<file path="src/rtl/imem_loader.sv">
// imem_loader: boot-time program loader that writes the instruction memory.
// Takes a big-endian byte stream made of LEN_HI, LEN_LO and then N x {W_HI, W_LO}.
// It assembles 16-bit words and writes each one through an active-low IMem write
// port, holding the CPU until the whole image is in place.
// Optional feature, compile-time macro LOADER_CHKSUM_EN: a trailing 16-bit
// checksum (sum of all words, mod 2^16) must match, otherwise the image is rejected.
module imem_loader #(
  parameter logic [15:0] BASE_ADDR = 16'h0000,
  parameter logic [15:0] DEPTH     = 16'd256
) (
  input  logic        clk,
  input  logic        rst,
  input  logic        start,
  input  logic        in_valid,
  input  logic [7:0]  in_data,
  output logic        in_ready,
  output logic        mem_wen,
  output logic [15:0] mem_addr,
  output logic [15:0] mem_wdata,
  output logic        cpu_hold,
  output logic        done,
  output logic        err
);

  typedef enum logic [3:0] {
    S_LEN_HI,
    S_LEN_LO,
    S_W_HI,
    S_W_LO,
    S_WRITE,
`ifdef LOADER_CHKSUM_EN
    S_CHK_HI,
    S_CHK_LO,
`endif
    S_DONE,
    S_ERR
  } state_t;

  state_t      state;
  logic [7:0]  len_hi;
  logic [15:0] len;
  logic [15:0] idx;
  logic [7:0]  word_hi;
`ifdef LOADER_CHKSUM_EN
  logic [15:0] chksum;
  logic [7:0]  chk_hi;
`endif

  logic        xfer;
  logic [15:0] len_in;
  logic [15:0] word_in;
  logic [15:0] idx_inc;

  // Handshake and byte-assembly helpers; in_ready is registered, so xfer is glitch-free.
  assign xfer    = in_valid & in_ready;
  assign len_in  = {len_hi, in_data};
  assign word_in = {word_hi, in_data};
  assign idx_inc = idx + 16'd1;

  // Loader FSM; every output is registered and updated together with the state.
  always_ff @(posedge clk or negedge rst) begin
    if (!rst) begin
      state     <= S_LEN_HI;
      len_hi    <= 8'd0;
      len       <= 16'd0;
      idx       <= 16'd0;
      word_hi   <= 8'd0;
      in_ready  <= 1'b1;
      mem_wen   <= 1'b1;
      mem_addr  <= BASE_ADDR;
      mem_wdata <= 16'd0;
      cpu_hold  <= 1'b1;
      done      <= 1'b0;
      err       <= 1'b0;
`ifdef LOADER_CHKSUM_EN
      chksum    <= 16'd0;
      chk_hi    <= 8'd0;
`endif
    end else begin
      case (state)
        S_LEN_HI: begin
          if (xfer) begin
            len_hi <= in_data;
            state  <= S_LEN_LO;
          end
        end

        S_LEN_LO: begin
          if (xfer) begin
            len <= len_in;
            idx <= 16'd0;
            if (len_in > DEPTH) begin
              // Oversized image: reject before any word is written.
              state    <= S_ERR;
              in_ready <= 1'b0;
              err      <= 1'b1;
            end else if (len_in == 16'd0) begin
`ifdef LOADER_CHKSUM_EN
              state    <= S_CHK_HI;
`else
              state    <= S_DONE;
              in_ready <= 1'b0;
              cpu_hold <= 1'b0;
              done     <= 1'b1;
`endif
            end else begin
              state <= S_W_HI;
            end
          end
        end

        S_W_HI: begin
          if (xfer) begin
            word_hi <= in_data;
            state   <= S_W_LO;
          end
        end

        S_W_LO: begin
          if (xfer) begin
            // Strobe is presented in the following cycle (S_WRITE); the stream pauses for it.
            mem_wen   <= 1'b0;
            mem_addr  <= BASE_ADDR + idx;
            mem_wdata <= word_in;
            in_ready  <= 1'b0;
            state     <= S_WRITE;
`ifdef LOADER_CHKSUM_EN
            chksum    <= chksum + word_in;
`endif
          end
        end

        S_WRITE: begin
          mem_wen <= 1'b1;
          idx     <= idx_inc;
          if (idx_inc == len) begin
`ifdef LOADER_CHKSUM_EN
            state    <= S_CHK_HI;
            in_ready <= 1'b1;
`else
            state    <= S_DONE;
            cpu_hold <= 1'b0;
            done     <= 1'b1;
`endif
          end else begin
            state    <= S_W_HI;
            in_ready <= 1'b1;
          end
        end

`ifdef LOADER_CHKSUM_EN
        S_CHK_HI: begin
          if (xfer) begin
            chk_hi <= in_data;
            state  <= S_CHK_LO;
          end
        end

        S_CHK_LO: begin
          if (xfer) begin
            in_ready <= 1'b0;
            if ({chk_hi, in_data} == chksum) begin
              state    <= S_DONE;
              cpu_hold <= 1'b0;
              done     <= 1'b1;
            end else begin
              // Words already sit in IMem, but the CPU stays held.
              state <= S_ERR;
              err   <= 1'b1;
            end
          end
        end
`endif

        S_DONE, S_ERR: begin
          if (start) begin
            state    <= S_LEN_HI;
            in_ready <= 1'b1;
            cpu_hold <= 1'b1;
            done     <= 1'b0;
            err      <= 1'b0;
            idx      <= 16'd0;
`ifdef LOADER_CHKSUM_EN
            chksum   <= 16'd0;
`endif
          end
        end

        default: begin
          state    <= S_LEN_HI;
          in_ready <= 1'b1;
          mem_wen  <= 1'b1;
          cpu_hold <= 1'b1;
          done     <= 1'b0;
          err      <= 1'b0;
        end
      endcase
    end
  end

endmodule
</file>
<file path="config.mk">
export PLATFORM = sky130hd
export DESIGN_NAME = imem_loader
export DESIGN_NICKNAME = d
export VERILOG_FILES = /design/src/rtl/imem_loader.sv
export SDC_FILE = /design/constraint.sdc
export NUM_CORES = 1
export LEC_CHECK = 0
export BUFFER_PORTS_ARGS = -buffer_cell sky130_fd_sc_hd__buf_4
export CAP_MARGIN = 40
export CORE_MARGIN = 4
export CORE_UTILIZATION = 58
export DETAILED_ROUTE_END_ITERATION = 16
export HOLD_SLACK_MARGIN = 0.06
export MAX_ROUTING_LAYER = met4
export PLACE_DENSITY = 0.81
export SYNTH_ARGS = -nofsm -noshare
export SYNTH_HDL_FRONTEND = slang
export SYNTH_SLANG_ARGS = --single-unit
</file>
<file path="constraint.sdc">
create_clock -name clk -period 2.6 [get_ports clk]
set_input_delay 0.52 -clock clk [delete_from_list [all_inputs] [get_ports clk]]
set_output_delay 0.52 -clock clk [all_outputs]
set_load 0.02 [all_outputs]
</file>
== After elaboration in Yosys (flattened, before gate mapping) ==
Index checks and enable logic that the tools add are counted.

* Add/sub/neg operators: 1
* Magnitude comparators: 1
* Eq/ne operators: 18
* Mux-type cells: 33
* Bitwise operators: 5
* Reduce and logical (&&, ||, !) cells: 18

{| class="wikitable"
|+ Operator list
! operator !! count
|-
| one-hot mux 16 bit (3 select lines) || 1
|-
| two-way mux 16 bit || 2
|-
| one-hot mux 4 bit (6 select lines) || 1
|-
| two-way mux 4 bit || 5
|-
| != test 2 bit (second input constant) || 10
|-
| adder 16 x 1 -> 16 bit (second input constant) || 1
|-
| == test 16 bit || 1
|-
| greater-than comparator 16 x 9 -> 1 bit (second input constant) || 1
|-
| logical NOT 16 bit || 1
|-
| two-way mux 1 bit || 16
|-
| == test 4 x 3 -> 1 bit (second input constant) || 3
|-
| AND reduction 6 bit || 2
|-
| AND reduction 2 bit || 5
|-
| two-way mux 3 bit || 3
|-
| == test 4 x 2 -> 1 bit (second input constant) || 2
|-
| one-hot mux 1 bit (4 select lines) || 2
|-
| one-hot mux 1 bit (5 select lines) || 1
|-
| AND reduction 5 bit || 1
|-
| OR reduction 5 bit || 1
|-
| == test 4 x 1 -> 1 bit (second input constant) || 1
|-
| logical NOT 4 bit || 1
|-
| NOT 1 bit || 4
|-
| AND reduction 4 bit || 1
|-
| OR reduction 2 bit || 2
|-
| 8 further kinds || 8
|}

* Register bits after elaboration: 89
* Input bits: 12
* Output and inout bits: 37
* Word-level logic and storage cells: 88

== Depth between registers and ports, before layout ==
Gate-level depths: netlist (run 1).

* Depth in word-level cells: 5
* Gate-level depth with buffers: 8
* Mapped depth without buffers: 7

== Least setup slack after synthesis (run 1) ==
Ideal clock, no wire load.

* Kind: register -> register
* Start: register idx[0]
* End: register state[1]
* Setup time: 0.137 ns
* Arrival: 2.131 ns
* Path slack: 0.332 ns
* Cell stages (with the launch flop): 9
* Period minus slack after synthesis: 2.268 ns
* Path through: dfrtp_1 > ha_1 > buf_4 > nand3_4 > or4_4 > xnor2_1 > o2111ai_1 > a2111oi_4 > a21oi_1

* Cells in the longest elaborated chain, start to end: 4

{| class="wikitable"
|+ Ends and longest elaborated chain
! what !! RTL line !! source
|-
| start, declared || 42 || <nowiki>logic [15:0] idx;</nowiki>
|-
| start signal, assigned || 135 || <nowiki>idx <= idx_inc;</nowiki>
|-
| adder 16 x 1 -> 16 bit || 58 || <nowiki>assign idx_inc = idx + 16'd1;</nowiki>
|-
| == test 16 bit || 136 || <nowiki>if (idx_inc == len) begin</nowiki>
|-
| two-way mux 3 bit || 136 ||
|-
| one-hot mux 4 bit (6 select lines) || 80 || <nowiki>case (state)</nowiki>
|-
| end signal, assigned || 63 || <nowiki>state <= S_LEN_HI;</nowiki>
|-
| end signal, assigned || 84 || <nowiki>state <= S_LEN_LO;</nowiki>
|-
| end signal, assigned || 141 || <nowiki>state <= S_DONE;</nowiki>
|-
| end, declared || 39 || <nowiki>state_t state;</nowiki>
|}

No other way between the ends.
A chain may end at the register's enable or synchronous reset.

== Worst setup path in the final report (run 1) ==
* Start: register idx[1]
* End: register state[1]

The elaborated chain is that of the path after synthesis.

==> qor.yml, run 1 <==
global_routing:
  grt_start_max_net_pins: 89
  antenna_found_initial: 0
  grt_pass1_vias: 3219
  grt.overflow.total: 0
  grt_pass1_wl_mm: 16.0
  grt_usage: 0.240
clocking:
  insertion_delay_ps: 370
  cts_root_buffer: "clkbuf_8"
  cts_made_buffers: 9
  postCtsSetupRepairBufs: 0
  cts_tree: "built"
  ctsResizeCount: 0
  cts.sinks: 88
  htree_num_levels: 3
  cts_buffer_depth: 2
  path_clk_slew_ps: 90
  hold_buffers: 0
route:
  wl_mm: 9.40
  vias: 3163
  routed_via_density: 5.85
  postRouteAntennaNets: 0
  wl_per_cell_um: 17.4
  drtIter0Drc: 144
  remaining_drc_errors: 0
  firstDrtPassIters: 4
setup_path:
  r2r_slack_ps: 210
  path_class: "reg2reg"
  worstPathMaxFanout: 6
  timing.critical_path.slowest_cell_delay_ps: 510
  reg2regPathDepth: 7
  startpoint_type: "flop"
  timing.rr.start: "idx[1]"
  crit_path_top_delay_cell: "or3_2"
  crit_chain: "ha_1 > nand3_4 > or3_2 > a211oi_1 > o2111ai_1 > a2111oi_4 > a21oi_1"
  crit_required_ps: 2840
  r2r-end: "state[1]"
  cp-end-kind: "flop"
  crit_arrival_ps: 2620
logic_synthesis:
  synthCells: 386
  synth.yosys.seq_area_share: 0.508
  synth_seq_cells: 88
  synth.avg_cell_area_sq_um: 11.3
  synth_ff_type: "dfrtp_1"
  synth_edf_count: 0
  netlist_area_sq_mm: 0.00434
  yosysWarnings: 0
  synthArstFlopShare: 1.00
  synth.distinct_cells: 57
  synth_nets: 399
cells_and_area:
  drive_gt1_frac: 0.346
  antenna_cells: 0
  final_core_util: 0.691
  final_area_sq_mm: 0.00501
  final_common_cell: "dfrtp_1"
  area_delta_synth_final_pct: 15.4
  final_cell_mix: "dfrtp_1, mux2_2, buf_4"
  fin_nets: 450
  fill_cells: 558
sta:
  rsz0062_at_grt: "false"
  timing.slew.headroom: 0.508
  skew_ps: 8.36
  report.final.slew_viol_count: 0
  setup_violations: 0
  whs_ps: 162
  fin_crit_sh: 0.918
  hold_viol_final: 0
  fmax_ghz: 0.419
  period_needed_ps: 2390
  worst_pin_slew_ps: 738
  fin_tns_setup_ps: 0
status:
  status: "finished clean"
placement:
  place.port_buffers: 48
  dpl_cell_area_sq_mm: 0.00483
  place_congestion: 0.892
  hpwl_mm: 6.62
floorplanning:
  die_x_um: 94.5
  start_util: 0.599
  dieArea_sq_mm: 0.00894
  die_h_um: 94.5
  core_area_sq_mm: 0.00725
  boundaryPins: 49
  row_count: 31
power_and_ir_drop:
  p_per_area_mw_per_mm2: 1200
  fin_total_pwr_uw: 6010
  peakVddDrop_mv: 0.675
  leakagePower_uw: 0.00217
min_path:
  min-delay-path-class: "in2async"
flow_run:
  drv_cap: 0
worst max path at each step:
stage / startpoint / to / slack [ps]
after floorplan: idx[0] / state[1] / 330
after detailed placement: idx[1] / state[1] / 210
after global placement: idx[2] / state[1] / 250
final: idx[1] / state[1] / 210
after global routing: idx[1] / state[1] / 40
after CTS: idx[1] / state[1] / 180
synth_stat cells, types with 3 or more instances:
cell / instances / area share
o21ai_0: 34 / 0.039
o22ai_1: 4 / 0.0058
xor2_1: 10 / 0.020
nand4_1: 4 / 0.0058
nand2_1: 28 / 0.024
nor2_1: 23 / 0.020
dfrtp_1: 85 / 0.49
xnor2_1: 12 / 0.024
and3_1: 3 / 0.0043
nand3_1: 9 / 0.010
nand2b_1: 3 / 0.0043
nor3_1: 4 / 0.0046
mux2_2: 61 / 0.16
o31ai_1: 6 / 0.010
clkbuf_1: 13 / 0.011
a21oi_1: 18 / 0.021
inv_1: 9 / 0.0078
dfstp_2: 3 / 0.018
or4_1: 3 / 0.0052
buf_2: 3 / 0.0035
buf_4: 3 / 0.0052
or3_1: 4 / 0.0058
area by class of cell:
class	count	area, sq um	share of cell area
Multi-Input combinational cell	269	2010	0.400
Timing Repair Buffer	60	463	0.0924
Tap cell	99	124	0.0247
Sequential cell	88	2210	0.440
Inverter	9	33.8	0.00674
Clock buffer	9	124	0.0247
Clock inverter	7	53.8	0.0107
registers in the layout, indices dropped and copies added, names as in the netlist:
register   cells
len_hi         8
idx           16
in_ready       1
len           16
mem_wen        1
mem_addr      16
word_hi        8
cpu_hold       1
err            1
mem_wdata     16
state          3
done           1
power breakdown:
group          switching (uW)  total, uW  internal (uW)
Sequential                647       2660           2010
Clock                     516        869            353
Combinational            1230       2480           1250
Total                    2390       6010           3620
routing by layer:
| metal | vias up | wire length [um] | global-route usage | part of all wire |
|---|---|---|---|---|
| met5 | - | 0 | - | 0 |
| met4 | 0 | 193 | 0.0986 | 0.021 |
| met3 | 18 | 553 | 0.0422 | 0.059 |
| met2 | 102 | 4590 | 0.378 | 0.49 |
| met1 | 1544 | 4060 | 0.309 | 0.43 |
| li1 | 1499 | - | - | - |
metrics by stage:
stage,setup slack [ps],instances
floorplan,332,386
global placement,250,525
detailed placement,207,525
CTS,184,541
global route,39.7,541
finish,213,541
critical path, delay by kind of cell (launching register included):
kind	cells	cell delay, ps
compound gates	4	930
simple gates	2	630
flops	1	450
fa+ha+maj	1	250
cell families after synthesis:
logic type                 after synthesis  synth area share
muxes                                   63             0.163
DFF                                     88             0.508
AOI/OAI and AO/OA                       82             0.118
buffers and inverters                   29            0.0302
and+or+nand+nor                        101             0.133
adders and majority gates                1           0.00288
xor gates and xnor gates                22            0.0444
(Power assumes the default switching activity.)
==> run 2, diff against run 1 <==
--- a/config.mk
+++ b/config.mk
@@ -5,6 +5,7 @@
 export SDC_FILE = /design/constraint.sdc
 export NUM_CORES = 1
 export LEC_CHECK = 0
+export ABC_AREA = 1
 export BUFFER_PORTS_ARGS = -buffer_cell sky130_fd_sc_hd__buf_4
 export CAP_MARGIN = 40
 export CORE_MARGIN = 4
==> qor.yml, run 2 <==
power_and_ir_drop:
  leakagePower_uw: 0.00261  # +20%
  peakVddDrop_mv: 0.319  # -53%
  p_per_area_mw_per_mm2: 485  # -60%
clocking:
  insertion_delay_ps: 370  # about the same
  cts_root_buffer: "clkbuf_8"
  cts_buffer_depth: 2  # unchanged
  cts.sinks: 88  # unchanged
  cts_made_buffers: 9  # unchanged
  hold_buffers: 0  # unchanged
  htree_num_levels: 3  # unchanged
  path_clk_slew_ps: 90  # about the same
  ctsResizeCount: 0  # unchanged
  cts_tree: "built"
  postCtsSetupRepairBufs: 0  # unchanged
sta:
  period_needed_ps: 2080  # -303 ps
  setup_violations: 0  # unchanged
  fin_tns_setup_ps: 0  # unchanged
  skew_ps: 13.2  # +4.84 ps
  fmax_ghz: 0.480  # +15%
  timing.slew.headroom: 0.579  # +0.0710
  worst_pin_slew_ps: 630  # -108 ps
  setup_ws_ps: 516  # +303 ps
  rsz0062_at_grt: "false"
  report.final.slew_viol_count: 0  # unchanged
  hold_viol_final: 0  # unchanged
  fin_crit_sh: 0.801  # -0.117
route:
  routed_via_density: 5.45  # -6.8%
  firstDrtPassIters: 6  # +2
  wl_per_cell_um: 14.7  # -15%
  drtIter0Drc: 299  # +110%
  vias: 3542  # +12%
  remaining_drc_errors: 0  # unchanged
  postRouteAntennaNets: 0  # unchanged
  wl_mm: 9.59  # +2.0%
global_routing:
  grt_use_met1: 0.328  # +0.0193
  grt.met3_usage: 0.0414  # -0.000801
  grt_usage: 0.243  # +0.00346
  gr-max-usage-layer: "met2"
  grt_pass1_wl_mm: 16.1  # +0.91%
  grtUsageMet2: 0.371  # -0.00693
  grt_pass1_vias: 3423  # +6.3%
  grt.overflow.total: 0  # unchanged
  grt_start_max_net_pins: 54  # -39%
  antenna_found_initial: 0  # unchanged
logic_synthesis:
  synth_most_common_cell: "nand2_1"
  netlist_top_cells_area: "dfrtp_1, nand2_1, o21ai_0"
  synth.yosys.seq_area_share: 0.529  # +0.0213
  netlist_area_sq_mm: 0.00417  # -4.0%
  synth_nets: 511  # +28%
  synth_ff_type: "dfrtp_1"
  synth_seq_cells: 88  # unchanged
  synthCells: 498  # +29%
  synth.distinct_cells: 34  # -40%
  synth_top_cells_by_count: "nand2_1, dfrtp_1, o21ai_0"
  yosysWarnings: 0  # unchanged
  synthArstFlopShare: 1.00  # unchanged
  synth_area_leader_cell: "dfrtp_1"
  synth.avg_cell_area_sq_um: 8.37  # -26%
  synth_top_area_share: 0.510  # +0.0206
  synth_edf_count: 0  # unchanged
status:
  status: "finished clean"
setup_path:
  crit_required_ps: 2920  # +80 ps
  path_class: "reg2reg"
  reg2regPathDepth: 12  # +5
  startpoint_type: "flop"
  cp-end-kind: "flop"
  worstPathMaxFanout: 4  # -2
  crit_arrival_ps: 2400  # -220 ps
placement:
  dp_cells: 634  # +21%
  place_worst_setup_slack_ps: 545  # +338 ps
  place.port_buffers: 48  # unchanged
  place_congestion: 0.969  # +8.6%
  dpl_cell_area_sq_mm: 0.00464  # -3.9%
  hpwl_mm: 6.87  # +3.8%
cells_and_area:
  antenna_cells: 0  # unchanged
  final_cell_mix: "nand2_1, dfrtp_1, o21ai_0"
  final_common_cell: "nand2_1"
  regArea_sq_mm: 0.00221  # unchanged
  final_cells: 650  # +20%
  fin_nets: 562  # +25%
  drive_gt1_frac: 0.177  # -0.169
  multi_input_comb_area_sq_mm: 0.00170  # -15%
  area_delta_synth_final_pct: 15.9
  fill_cells: 520  # -6.8%
  final_area_sq_mm: 0.00483  # -3.6%
floorplanning:
  die_h_um: 92.8  # -1.9%
  boundaryPins: 49  # unchanged
  row_count: 30  # -3.2%
  dieArea_sq_mm: 0.00861  # -3.7%
  die_x_um: 92.8  # -1.9%
  start_util: 0.607  # +0.00798
  core_area_sq_mm: 0.00687  # -5.3%
min_path:
  min-delay-path-class: "in2async"
flow_run:
  drv_cap: 0  # unchanged
==> run 2: cell types whose count changed in the layout (fill, tap and decap cells not counted), sizes merged, moves of 6 or more <==
cell | before | now
a21oi | 18 | 4
buf | 60 | 54
inv | 11 | 54
mux2 | 61 | 9
nand2 | 28 | 152
nand3 | 11 | 34
nor2 | 24 | 36
o21ai | 35 | 70
o22ai | 4 | 11
o31ai | 6 | 0
or3 | 6 | 0
xnor2 | 12 | 3
xor2 | 10 | 3
==> run 2: area by class of cell <==
| cell class | instances | share of cell area |
|---|---|---|
| clock buffer | 10 | 0.0285 |
| clock inverter | 6 | 0.0101 |
| inverter | 52 | 0.0404 |
| multi-input combinational | 344 | 0.353 |
| sequential | 88 | 0.457 |
| tap | 96 | 0.0249 |
| timing repair buffer | 54 | 0.0865 |
==> run 2: critical path, cell delays in order (launching register included) <==
cell and delay, ps:
dfrtp_1 410, ha_1 220, nand3_1 150, nor2_2 200, nand2_1 70, nand2_1 120, or2_2 120, nand3_1 60
nor2_1 180, nand4_1 250, nand2_1 130, nand2_1 60, nand2_1 60
==> run 2: final timing paths <==
check / startpoint / end / slack [ps]
worst min-delay path: rst / idx[5] / 100
max in group asynchronous: rst / mem_wen / 1820
worst min register to register: cpu_hold / cpu_hold / 470
worst max register to register: idx[0] / in_ready / 520
worst max-delay path: idx[0] / in_ready / 520
min in group clk: start / state[2] / 430
==> run 2: where the power goes <==
part	switching [uW]	internal [uW]
registers	0	1370
clock network	533	386
logic	39.3	14.8
total	573	1770
==> run 2: metal layers <==
metal | part of all wire | vias up
li1 | - | 1720
met1 | 0.45 | 1681
met2 | 0.47 | 117
met3 | 0.054 | 24
met4 | 0.022 | 0
met5 | 0 | -
==> run 2: logic make-up (layout without fill, tap and decap cells) <==
logic type                 count (synthesis)  in the layout  synth area share
DFF                                       88             88             0.529
muxes                                      9              9            0.0243
adders and majority gates                  1              1           0.00300
xor gates and xnor gates                   8              8            0.0237
AOI/OAI and AO/OA                         86             86             0.108
and+or+nand+nor                          240            240             0.250
buffers and inverters                     66            122            0.0618
==> run 2: stage by stage <==
stage | total power [uW] | hold slack (ps) | utilization
floorplan | 1400 | 224 | -
global placement | 1450 | 452 | 0.676
detailed placement | 1450 | 460 | 0.676
CTS | 2350 | 122 | 0.703
global route | 2420 | 133 | 0.703
finish | 2340 | 97.0 | 0.703
==> run 3, diff against run 2 <==
--- a/config.mk
+++ b/config.mk
@@ -9,11 +9,11 @@
 export BUFFER_PORTS_ARGS = -buffer_cell sky130_fd_sc_hd__buf_4
 export CAP_MARGIN = 40
 export CORE_MARGIN = 4
-export CORE_UTILIZATION = 58
+export CORE_UTILIZATION = 52
 export DETAILED_ROUTE_END_ITERATION = 16
 export HOLD_SLACK_MARGIN = 0.06
 export MAX_ROUTING_LAYER = met4
-export PLACE_DENSITY = 0.81
+export PLACE_DENSITY = 0.77
 export SYNTH_ARGS = -nofsm -noshare
 export SYNTH_HDL_FRONTEND = slang
 export SYNTH_SLANG_ARGS = --single-unit
==> constraint.sdc (replaced) <==
create_clock -name clk -period 1.7 [get_ports clk]
set_input_delay 0.34 -clock clk [delete_from_list [all_inputs] [get_ports clk]]
set_output_delay 0.34 -clock clk [all_outputs]
set_load 0.02 [all_outputs]
==> qor.yml, run 3 (same netlist as run 2, synthesis figures left out) <==
sta:
  fin_crit_sh: 1.14  # +0.335
  worst_pin_slew_ps: 495  # -135 ps
  timing.slew.headroom: 0.670  # +0.0911
  setup_violations: 6  # +6
  period_needed_ps: 1930  # -152 ps
  rsz0062_at_grt: "true"
  skew_ps: 10.4  # -2.78 ps
  report.final.slew_viol_count: 0  # unchanged
  setup_ws_ps: -231  # -748 ps
  fmax_ghz: 0.518  # +7.9%
  hold_viol_final: 0  # unchanged
route:
  wl_mm: 10.4  # +8.2%
  remaining_drc_errors: 0  # unchanged
  firstDrtPassIters: 7  # +1
  routed_via_density: 5.33  # -2.2%
  wl_per_cell_um: 14.7  # -0.42%
  drtIter0Drc: 241  # -19%
  vias: 3762  # +6.2%
  postRouteAntennaNets: 0  # unchanged
floorplanning:
  row_count: 32  # +6.7%
  boundaryPins: 49  # unchanged
  die_x_um: 97.5  # +5.1%
  start_util: 0.537  # -0.0702
  core_area_sq_mm: 0.00777  # +13%
  dieArea_sq_mm: 0.00951  # +11%
  die_h_um: 97.5  # +5.1%
setup_path:
  crit_required_ps: 2000  # -920 ps
  worstPathMaxFanout: 6  # +2
  startpoint_type: "flop"
  path_class: "reg2reg"
  crit_arrival_ps: 2230  # -170 ps
  cp-end-kind: "flop"
global_routing:
  grt_pass1_vias: 3615  # +5.6%
  grt_start_max_net_pins: 36  # -33%
  antenna_found_initial: 0  # unchanged
  grt.overflow.total: 0  # unchanged
  grt_usage: 0.228  # -0.0153
  grt_pass1_wl_mm: 17.2  # +7.1%
clocking:
  cts_made_buffers: 9  # unchanged
  cts.sinks: 88  # unchanged
  path_clk_slew_ps: 100  # about the same
  htree_num_levels: 3  # unchanged
  cts_root_buffer: "clkbuf_8"
  cts_buffer_depth: 2  # unchanged
  insertion_delay_ps: 360  # about the same
  cts_tree: "built"
power_and_ir_drop:
  peakVddDrop_mv: 0.537  # +68%
  p_per_area_mw_per_mm2: 697  # +44%
  leakagePower_uw: 0.00291  # +11%
cells_and_area:
  final_area_sq_mm: 0.00540  # +12%
  fin_nets: 612  # +8.9%
  final_cells: 706  # +8.6%
  area_delta_synth_final_pct: 29.5
  antenna_cells: 0  # unchanged
  drive_gt1_frac: 0.286  # +0.110
  final_cell_mix: "nand2_1, buf_4, dfrtp_1"
  final_common_cell: "nand2_1"
placement:
  dp_cells: 682  # +7.6%
  place.port_buffers: 48  # unchanged
  place_congestion: 0.909  # -6.2%
  dpl_cell_area_sq_mm: 0.00503  # +8.4%
  hpwl_mm: 7.19  # +4.6%
  place_worst_setup_slack_ps: -329  # -874 ps
status:
  violations: "setup timing"
  status: "finished, violations left"
min_path:
  min-delay-path-class: "in2reg"
flow_run:
  drv_cap: 0  # unchanged
run 3: path summary, 6_finish.rpt:
path                       startpoint           to  slack [ps]  cells past startpoint
max in group asynchronous         rst     in_ready         640                      3
min in group asynchronous         rst  mem_addr[4]         470                      2
min                             start     state[2]         290                      4
max                            idx[0]     state[2]        -230                     13
max reg2reg                    idx[0]     state[2]        -230                     13
min reg2reg                  cpu_hold     cpu_hold         460                      2
run 3: layout make-up:
class	count	area [sq um]
clock buffer	9	124
clock inverter	7	86.3
fill	633	2370
inverter	52	196
multi-input combinational	344	1820
sequential	88	2210
tap	102	128
timing repair buffer	104	833
run 3: layer usage:
metal	global-route usage	up-vias	part of all wire
li1	-	1825	-
met1	0.303	1790	0.44
met2	0.356	128	0.48
met3	0.0445	19	0.062
met4	0.0714	0	0.018
met5	-	-	0
run 3: where the power goes:
group	internal (uW)	switching, uW	total [uW]
Sequential	2090	0	2090
Clock	713	851	1560
Combinational	40.3	64.6	105
run 3: critical path, stage by stage, from the launching register on:
cell and delay (ps):
dfrtp_2 420, ha_4 170, nand2_2 70, nor2_4 210, nand2_2 90, nand3b_1 90, nand2_1 50, nor2_1 100
nand3_1 80, nor2_2 150, nand4_1 200, nand2_1 120, nand2_1 50, nand2_1 50
run 3: timing repair:
action	in CTS	in global routing
hold buffers	1	0
buffers inserted	2	5
endpoints found under the setup margin	15	39
gates resized for setup	10	19
endpoints found under the hold margin	29	0
pin swaps	4	8
run 3: stage by stage:
stage / utilization / hold slack, ps / TNS [ps] / total power, uW
2_1_floorplan: - / 44.4 / -20.9 / 2140
3_3_place_gp: 0.648 / 333 / -1610 / 2240
3_5_place_dp: 0.648 / 339 / -2050 / 2240
4_1_cts: 0.682 / 279 / -1200 / 3780
5_1_grt: 0.695 / 304 / -3270 / 3900
6_report: 0.695 / 289 / -1280 / 3760
